### src/rtl/uart_loopback.sv
`timescale 1ns/1ps
// uart_loopback: 8N1 receiver -> byte buffer -> 8N1 transmitter echo path, one clock domain.
// Build option LOOPBACK_FIFO_EN selects a FIFO_DEPTH-byte FIFO; otherwise a single holding register.
module uart_loopback #(
   parameter int CLOCK_FREQUENCY = 50_000_000,
   parameter int BAUD_RATE       = 115200,
   parameter int FIFO_DEPTH      = 16
) (
   input  logic clk,
   input  logic rst,
   input  logic rx,
   output logic tx
);
   localparam int CLKS_PER_BIT = CLOCK_FREQUENCY / BAUD_RATE;
   localparam int CNT_W        = $clog2(CLKS_PER_BIT + 1);
   localparam logic [CNT_W-1:0] BIT_LAST  = CNT_W'(CLKS_PER_BIT - 1);
   localparam logic [CNT_W-1:0] HALF_LAST = CNT_W'(CLKS_PER_BIT / 2 - 1);

   if (CLKS_PER_BIT < 2 || FIFO_DEPTH < 2 || (FIFO_DEPTH & (FIFO_DEPTH - 1)) != 0) begin : g_bad_cfg
      $error("uart_loopback: need CLKS_PER_BIT >= 2 and power-of-two FIFO_DEPTH >= 2");
   end

   typedef enum logic [1:0] {RX_IDLE, RX_START, RX_DATA, RX_STOP} rx_state_t;
   typedef enum logic [1:0] {TX_IDLE, TX_START, TX_DATA, TX_STOP} tx_state_t;

   logic             rx_meta_q, rx_sync_q;
   rx_state_t        rx_state_q;
   logic [CNT_W-1:0] rx_cnt_q;
   logic [2:0]       rx_idx_q;
   logic [7:0]       rx_shift_q;
   logic             rx_armed_q, rx_vld_q;

   tx_state_t        tx_state_q;
   logic [CNT_W-1:0] tx_cnt_q;
   logic [2:0]       tx_idx_q;
   logic [7:0]       tx_data_q;
   logic             tx_q;

   logic             buf_empty, tx_pop;
   logic [7:0]       buf_data;

   always_ff @(posedge clk) begin
      if (rst) begin
         rx_meta_q <= 1'b1;
         rx_sync_q <= 1'b1;
      end else begin
         rx_meta_q <= rx;
         rx_sync_q <= rx_meta_q;
      end
   end

   // After any frame, a start is only accepted once the line has been seen high again.
   always_ff @(posedge clk) begin
      if (rst) begin
         rx_state_q <= RX_IDLE;
         rx_cnt_q   <= '0;
         rx_idx_q   <= '0;
         rx_shift_q <= '0;
         rx_armed_q <= 1'b0;
         rx_vld_q   <= 1'b0;
      end else begin
         rx_vld_q <= 1'b0;
         case (rx_state_q)
            RX_IDLE: begin
               rx_cnt_q <= '0;
               rx_idx_q <= '0;
               if (!rx_armed_q)     rx_armed_q <= rx_sync_q;
               else if (!rx_sync_q) rx_state_q <= RX_START;
            end
            RX_START: begin
               if (rx_cnt_q == HALF_LAST) begin
                  rx_cnt_q   <= '0;
                  rx_state_q <= rx_sync_q ? RX_IDLE : RX_DATA;
               end else rx_cnt_q <= rx_cnt_q + CNT_W'(1);
            end
            RX_DATA: begin
               if (rx_cnt_q == BIT_LAST) begin
                  rx_cnt_q   <= '0;
                  rx_shift_q <= {rx_sync_q, rx_shift_q[7:1]};
                  rx_idx_q   <= rx_idx_q + 3'd1;
                  if (rx_idx_q == 3'd7) rx_state_q <= RX_STOP;
               end else rx_cnt_q <= rx_cnt_q + CNT_W'(1);
            end
            RX_STOP: begin
               if (rx_cnt_q == BIT_LAST) begin
                  rx_cnt_q   <= '0;
                  rx_vld_q   <= rx_sync_q;
                  rx_armed_q <= 1'b0;
                  rx_state_q <= RX_IDLE;
               end else rx_cnt_q <= rx_cnt_q + CNT_W'(1);
            end
            default: rx_state_q <= RX_IDLE;
         endcase
      end
   end

   // Pop on the last stop-bit clock too, so queued frames go out back-to-back.
   assign tx_pop = !buf_empty &&
                   (tx_state_q == TX_IDLE || (tx_state_q == TX_STOP && tx_cnt_q == BIT_LAST));

`ifdef LOOPBACK_FIFO_EN
   localparam int PTR_W = $clog2(FIFO_DEPTH);
   localparam logic [PTR_W:0] FULL_CNT = (PTR_W + 1)'(FIFO_DEPTH);

   logic [7:0]       mem_q [FIFO_DEPTH];
   logic [PTR_W-1:0] wr_ptr_q, wr_ptr_d, rd_ptr_q, rd_ptr_d;
   logic [PTR_W:0]   count_q, count_d;
   logic             push_ok;

   always_comb begin
      push_ok  = rx_vld_q && (count_q != FULL_CNT);
      wr_ptr_d = wr_ptr_q;
      rd_ptr_d = rd_ptr_q;
      count_d  = count_q;
      if (push_ok) begin
         wr_ptr_d = wr_ptr_q + PTR_W'(1);
         count_d  = count_d + (PTR_W + 1)'(1);
      end
      if (tx_pop) begin
         rd_ptr_d = rd_ptr_q + PTR_W'(1);
         count_d  = count_d - (PTR_W + 1)'(1);
      end
   end

   always_ff @(posedge clk) begin
      if (rst) begin
         wr_ptr_q <= '0;
         rd_ptr_q <= '0;
         count_q  <= '0;
      end else begin
         wr_ptr_q <= wr_ptr_d;
         rd_ptr_q <= rd_ptr_d;
         count_q  <= count_d;
         if (push_ok) mem_q[wr_ptr_q] <= rx_shift_q;
      end
   end

   assign buf_empty = (count_q == '0);
   assign buf_data  = mem_q[rd_ptr_q];
`else
   logic [7:0] hold_q, hold_d;
   logic       hold_vld_q, hold_vld_d;

   always_comb begin
      hold_d     = hold_q;
      hold_vld_d = hold_vld_q;
      if (tx_pop) hold_vld_d = 1'b0;
      if (rx_vld_q && !hold_vld_q) begin
         hold_d     = rx_shift_q;
         hold_vld_d = 1'b1;
      end
   end

   always_ff @(posedge clk) begin
      if (rst) begin
         hold_q     <= '0;
         hold_vld_q <= 1'b0;
      end else begin
         hold_q     <= hold_d;
         hold_vld_q <= hold_vld_d;
      end
   end

   assign buf_empty = !hold_vld_q;
   assign buf_data  = hold_q;
`endif

   always_ff @(posedge clk) begin
      if (rst) begin
         tx_state_q <= TX_IDLE;
         tx_cnt_q   <= '0;
         tx_idx_q   <= '0;
         tx_data_q  <= '0;
         tx_q       <= 1'b1;
      end else begin
         case (tx_state_q)
            TX_IDLE: begin
               tx_cnt_q <= '0;
               if (tx_pop) begin
                  tx_q       <= 1'b0;
                  tx_data_q  <= buf_data;
                  tx_state_q <= TX_START;
               end
            end
            TX_START: begin
               if (tx_cnt_q == BIT_LAST) begin
                  tx_cnt_q   <= '0;
                  tx_idx_q   <= '0;
                  tx_q       <= tx_data_q[0];
                  tx_data_q  <= {1'b0, tx_data_q[7:1]};
                  tx_state_q <= TX_DATA;
               end else tx_cnt_q <= tx_cnt_q + CNT_W'(1);
            end
            TX_DATA: begin
               if (tx_cnt_q == BIT_LAST) begin
                  tx_cnt_q <= '0;
                  if (tx_idx_q == 3'd7) begin
                     tx_q       <= 1'b1;
                     tx_state_q <= TX_STOP;
                  end else begin
                     tx_q      <= tx_data_q[0];
                     tx_data_q <= {1'b0, tx_data_q[7:1]};
                     tx_idx_q  <= tx_idx_q + 3'd1;
                  end
               end else tx_cnt_q <= tx_cnt_q + CNT_W'(1);
            end
            TX_STOP: begin
               if (tx_cnt_q == BIT_LAST) begin
                  tx_cnt_q <= '0;
                  if (tx_pop) begin
                     tx_q       <= 1'b0;
                     tx_data_q  <= buf_data;
                     tx_state_q <= TX_START;
                  end else tx_state_q <= TX_IDLE;
               end else tx_cnt_q <= tx_cnt_q + CNT_W'(1);
            end
            default: tx_state_q <= TX_IDLE;
         endcase
      end
   end

   assign tx = tx_q;

endmodule

### config.mk
export PLATFORM = sky130hd
export DESIGN_NAME = uart_loopback
export DESIGN_NICKNAME = d
export VERILOG_FILES = /design/src/rtl/uart_loopback.sv
export SDC_FILE = /design/constraint.sdc
export NUM_CORES = 1
export LEC_CHECK = 0
export BUFFER_PORTS_ARGS = -buffer_cell sky130_fd_sc_hd__buf_2
export CORE_ASPECT_RATIO = 1.75
export CORE_MARGIN = 3
export CORE_UTILIZATION = 50
export CTS_BUF_LIST = sky130_fd_sc_hd__clkbuf_4
export CTS_CLUSTER_SIZE = 25
export DETAILED_ROUTE_END_ITERATION = 12
export GPL_TIMING_DRIVEN = 0
export PLACE_DENSITY_LB_ADDON = 0.1
export SLEW_MARGIN = 0
export SYNTH_ARGS = -nofsm -noshare
export SYNTH_HDL_FRONTEND = slang
export SYNTH_SLANG_ARGS = --single-unit
### constraint.sdc
create_clock -name clk -period 4.6 [get_ports clk]
set_input_delay 0.92 -clock clk [delete_from_list [all_inputs] [get_ports clk]]
set_output_delay 0.92 -clock clk [all_outputs]
set_load 0.05 [all_outputs]
==> results.cfg <==
[route]
drcViolationCount = 0
vias = 2306
drtIter0Drc = 131
drt-total-wl_mm = 6.058
dr.pass1.iters = 4
viasPerCell = 5.584
ant_nets = 0
wl_per_cell_um = 14.67

[synthesis]
synth-async-reset-ratio_pct = 0
synth_seq_area_share_pct = 41.23
synth_edf_count = 0
syn_area_um2 = 2816
synth.top_cell.area_share_pct = 41.23
synth_top_flop_cell = dfxtp_1
ys_ff_latch = 58
syn_avg_cell_area_um2 = 8.774
yosys.area.top_type = dfxtp_1
ys_warn_count = 0
synth_cell_types = 54
yosys-top-cells-area = dfxtp_1 (41%), ha_1 (6.2%), a21oi_1 (5.9%)
syn-num-nets = 338
netlist_instances = 321

[place]
hpwl_mm = 4.489
portBuffers = 2
gp_congestion = 0.8941
dp_cells = 397
dp_slack_ns = 2.442

[global_route]
grt-busiest-layer = met2
gr-usage-met2_pct = 37.05
gr-usage-met1_pct = 22.13
grt_overflow = 0
grt_util_met3_pct = 2.665
grt_pass1_wl_mm = 10.65
grtUsageTotal_pct = 20.28
antenna_found_initial = 0
grt_pass1_vias = 2325
grt_max_degree = 11

[clocking]
cts_tree = built
clock_latency_ns = 0.39
cts_buffers = 9
cts_buffer_depth = 2
cts.sinks = 58
cts_max_level = 3
post_cts_buffers = 0
cts.hold.buffers_added = 0
clock-root-buffer = clkbuf_4
cts_resized = 0
clkTransAtPathRegs_ns = 0.10

[worst_hold_path]
hold_path_class = flop to flop
min_from = rx_meta_q
hold_path_end = rx_sync_q
hold_depth = 1

[flow_run]
drv_cap = 0

[floorplan]
core_region_area_um2 = 5343
dieArea_um2 = 6605
initial_core_util_pct = 52.72
ios = 4
num_rows = 35
die_y_um = 105.3
dieWidth_um = 62.74

[worst_setup_path]
reg2reg_slack_ns = 2.40
worstPathMaxFanout = 10
cp.arrival_ns = 2.48
rr_endpoint = tx_data_q[4]
path_class = flop to flop
r2r-start = tx_state_q[0]
worstRegToRegCells = 7
startpoint_type = flop
worstSetupEndpointType = flop
cp.required_ns = 4.88

[sta]
hold_viol = 0
setup_viol_count_final = 0
slew_violations = 0
min_period_ns = 2.196
timing.final.ws_setup_ns = 2.404
rsz0062_at_grt = false
fin_crit_sh_pct = 47.75
finClkSkew_ns = 0.01116
worst_slew_pin_slew_ns = 0.7131
fin_setup_tns_ns = 0
slew-limit-headroom_pct = 52.36
fmax_mhz = 455.3

[status]
status = finished clean

[final_layout]
drive_gt1_share_pct = 10.03
seqCellArea_um2 = 1161
num_antenna_cells = 0
stdcell_count = 413
multi_input_area_um2 = 1526
nFillCells = 530
final_util_pct = 57.12
final_nets = 351
syn2layout_area_growth_pct = 8.352

[pwr]
irDropWorstVdd_mv = 0.1963
powerDensity_nw_per_um2 = 394.6
total_power_mw = 1.204
total_leakage_power_nw = 1.106
## flip-flops by register name (all words and copies together), names as in the netlist, 2 cells and up, named ones only
name / count
buf_data: 8
rx_idx_q: 3
tx_data_q: 8
rx_cnt_q: 9
tx_cnt_q: 9
tx_idx_q: 3
tx_state_q: 2
rx_shift_q: 8
## report_power, final
part           switching [mW]  leakage, nW  internal [mW]
sequential             0.0249        0.468          0.539
combinational           0.166        0.560          0.119
clock                   0.188       0.0776          0.168
## cell families after synthesis
family	after synthesis	share of synthesized area [%]
flops	58	41.23
fa+ha+maj	14	6.220
buf+inv	29	4.576
compound gates	87	20.97
simple gates	114	20.79
xor+xnor	12	3.732
mux	7	2.488
## cell usage in the layout (no fill, tap or decap), types with 2 or more instances in the layout
cell type  count
ha_1          14
clkinv_2       3
clkbuf_4      10
nor3_1         5
a21oi_1       33
buf_2          3
nor4_1         2
nand4_1        5
or3_1          2
and3_1         4
xor2_1         4
or2_2          4
buf_6          2
nand3_1        8
a21boi_0       2
mux2i_1        7
clkbuf_1      13
o21ai_0       14
nor2b_1        3
a41o_1         7
nand2_1       37
o31ai_1        5
xnor2_1        8
inv_1         12
a31oi_1       10
dfxtp_1       58
a21o_1         2
nor2_1        30
and4b_1        2
## metrics by stage
stage               hold WS (ns)  cell area (µm²)
global placement          0.3985             2919
finish                    0.4258             3052
CTS                       0.4336             3052
floorplan                 0.3895             2816
detailed placement        0.4036             2919
global route              0.4503             3052
## worst max-delay path: stages (launching register included)
cell and delay (ns):
dfxtp_1 0.43, inv_1 0.11, ha_1 0.30, clkbuf_1 0.31
clkbuf_1 0.46, mux2i_1 0.25, a41o_1 0.19, nor2_1 0.04
## cells in the mapped netlist (all sizes together), types with 2 or more instances
| master | instances |
|---|---|
| dfxtp | 58 |
| nand2 | 37 |
| a21oi | 33 |
| nor2 | 30 |
| o21ai | 15 |
| ha | 14 |
| clkbuf | 13 |
| inv | 12 |
| a31oi | 10 |
| nand3 | 8 |
| xnor2 | 8 |
| a41o | 7 |
| mux2i | 7 |
| o31ai | 6 |
| nand4 | 5 |
| nor3 | 5 |
| and3 | 4 |
| buf | 4 |
| or2 | 4 |
| xor2 | 4 |
| nor2b | 3 |
| nor4 | 3 |
| a21boi | 2 |
| a21o | 2 |
| and4b | 2 |
| o22ai | 2 |
| or3 | 2 |
| or4b | 2 |
## layout make-up
| class | count | area share [%] |
|---|---|---|
| multi-input cells | 234 | 50.02 |
| flip-flops and latches | 58 | 38.05 |
| well taps | 74 | 3.034 |
| plain buffers | 17 | 2.747 |
| clock buffers | 10 | 2.460 |
| clock inverters | 6 | 1.886 |
| inverters | 12 | 1.476 |
| repair buffers | 2 | 0.3280 |
## layer usage
layer	up-vias	wire, µm
met5	-	0
met4	0	150
met3	12	109
met2	25	3371
met1	1093	2426
li1	1176	-
## worst max-delay path by stage
stage	start	to	cells past startpoint
after floorplan	tx_state_q[0]	tx_data_q[7]	6
after global placement	tx_state_q[0]	tx_data_q[4]	7
after detailed placement	tx_state_q[0]	tx_data_q[4]	7
after CTS	tx_state_q[0]	tx_data_q[4]	7
after global routing	tx_state_q[0]	tx_data_q[6]	7
final	tx_state_q[0]	tx_data_q[4]	7
(Power assumes the default switching activity.)
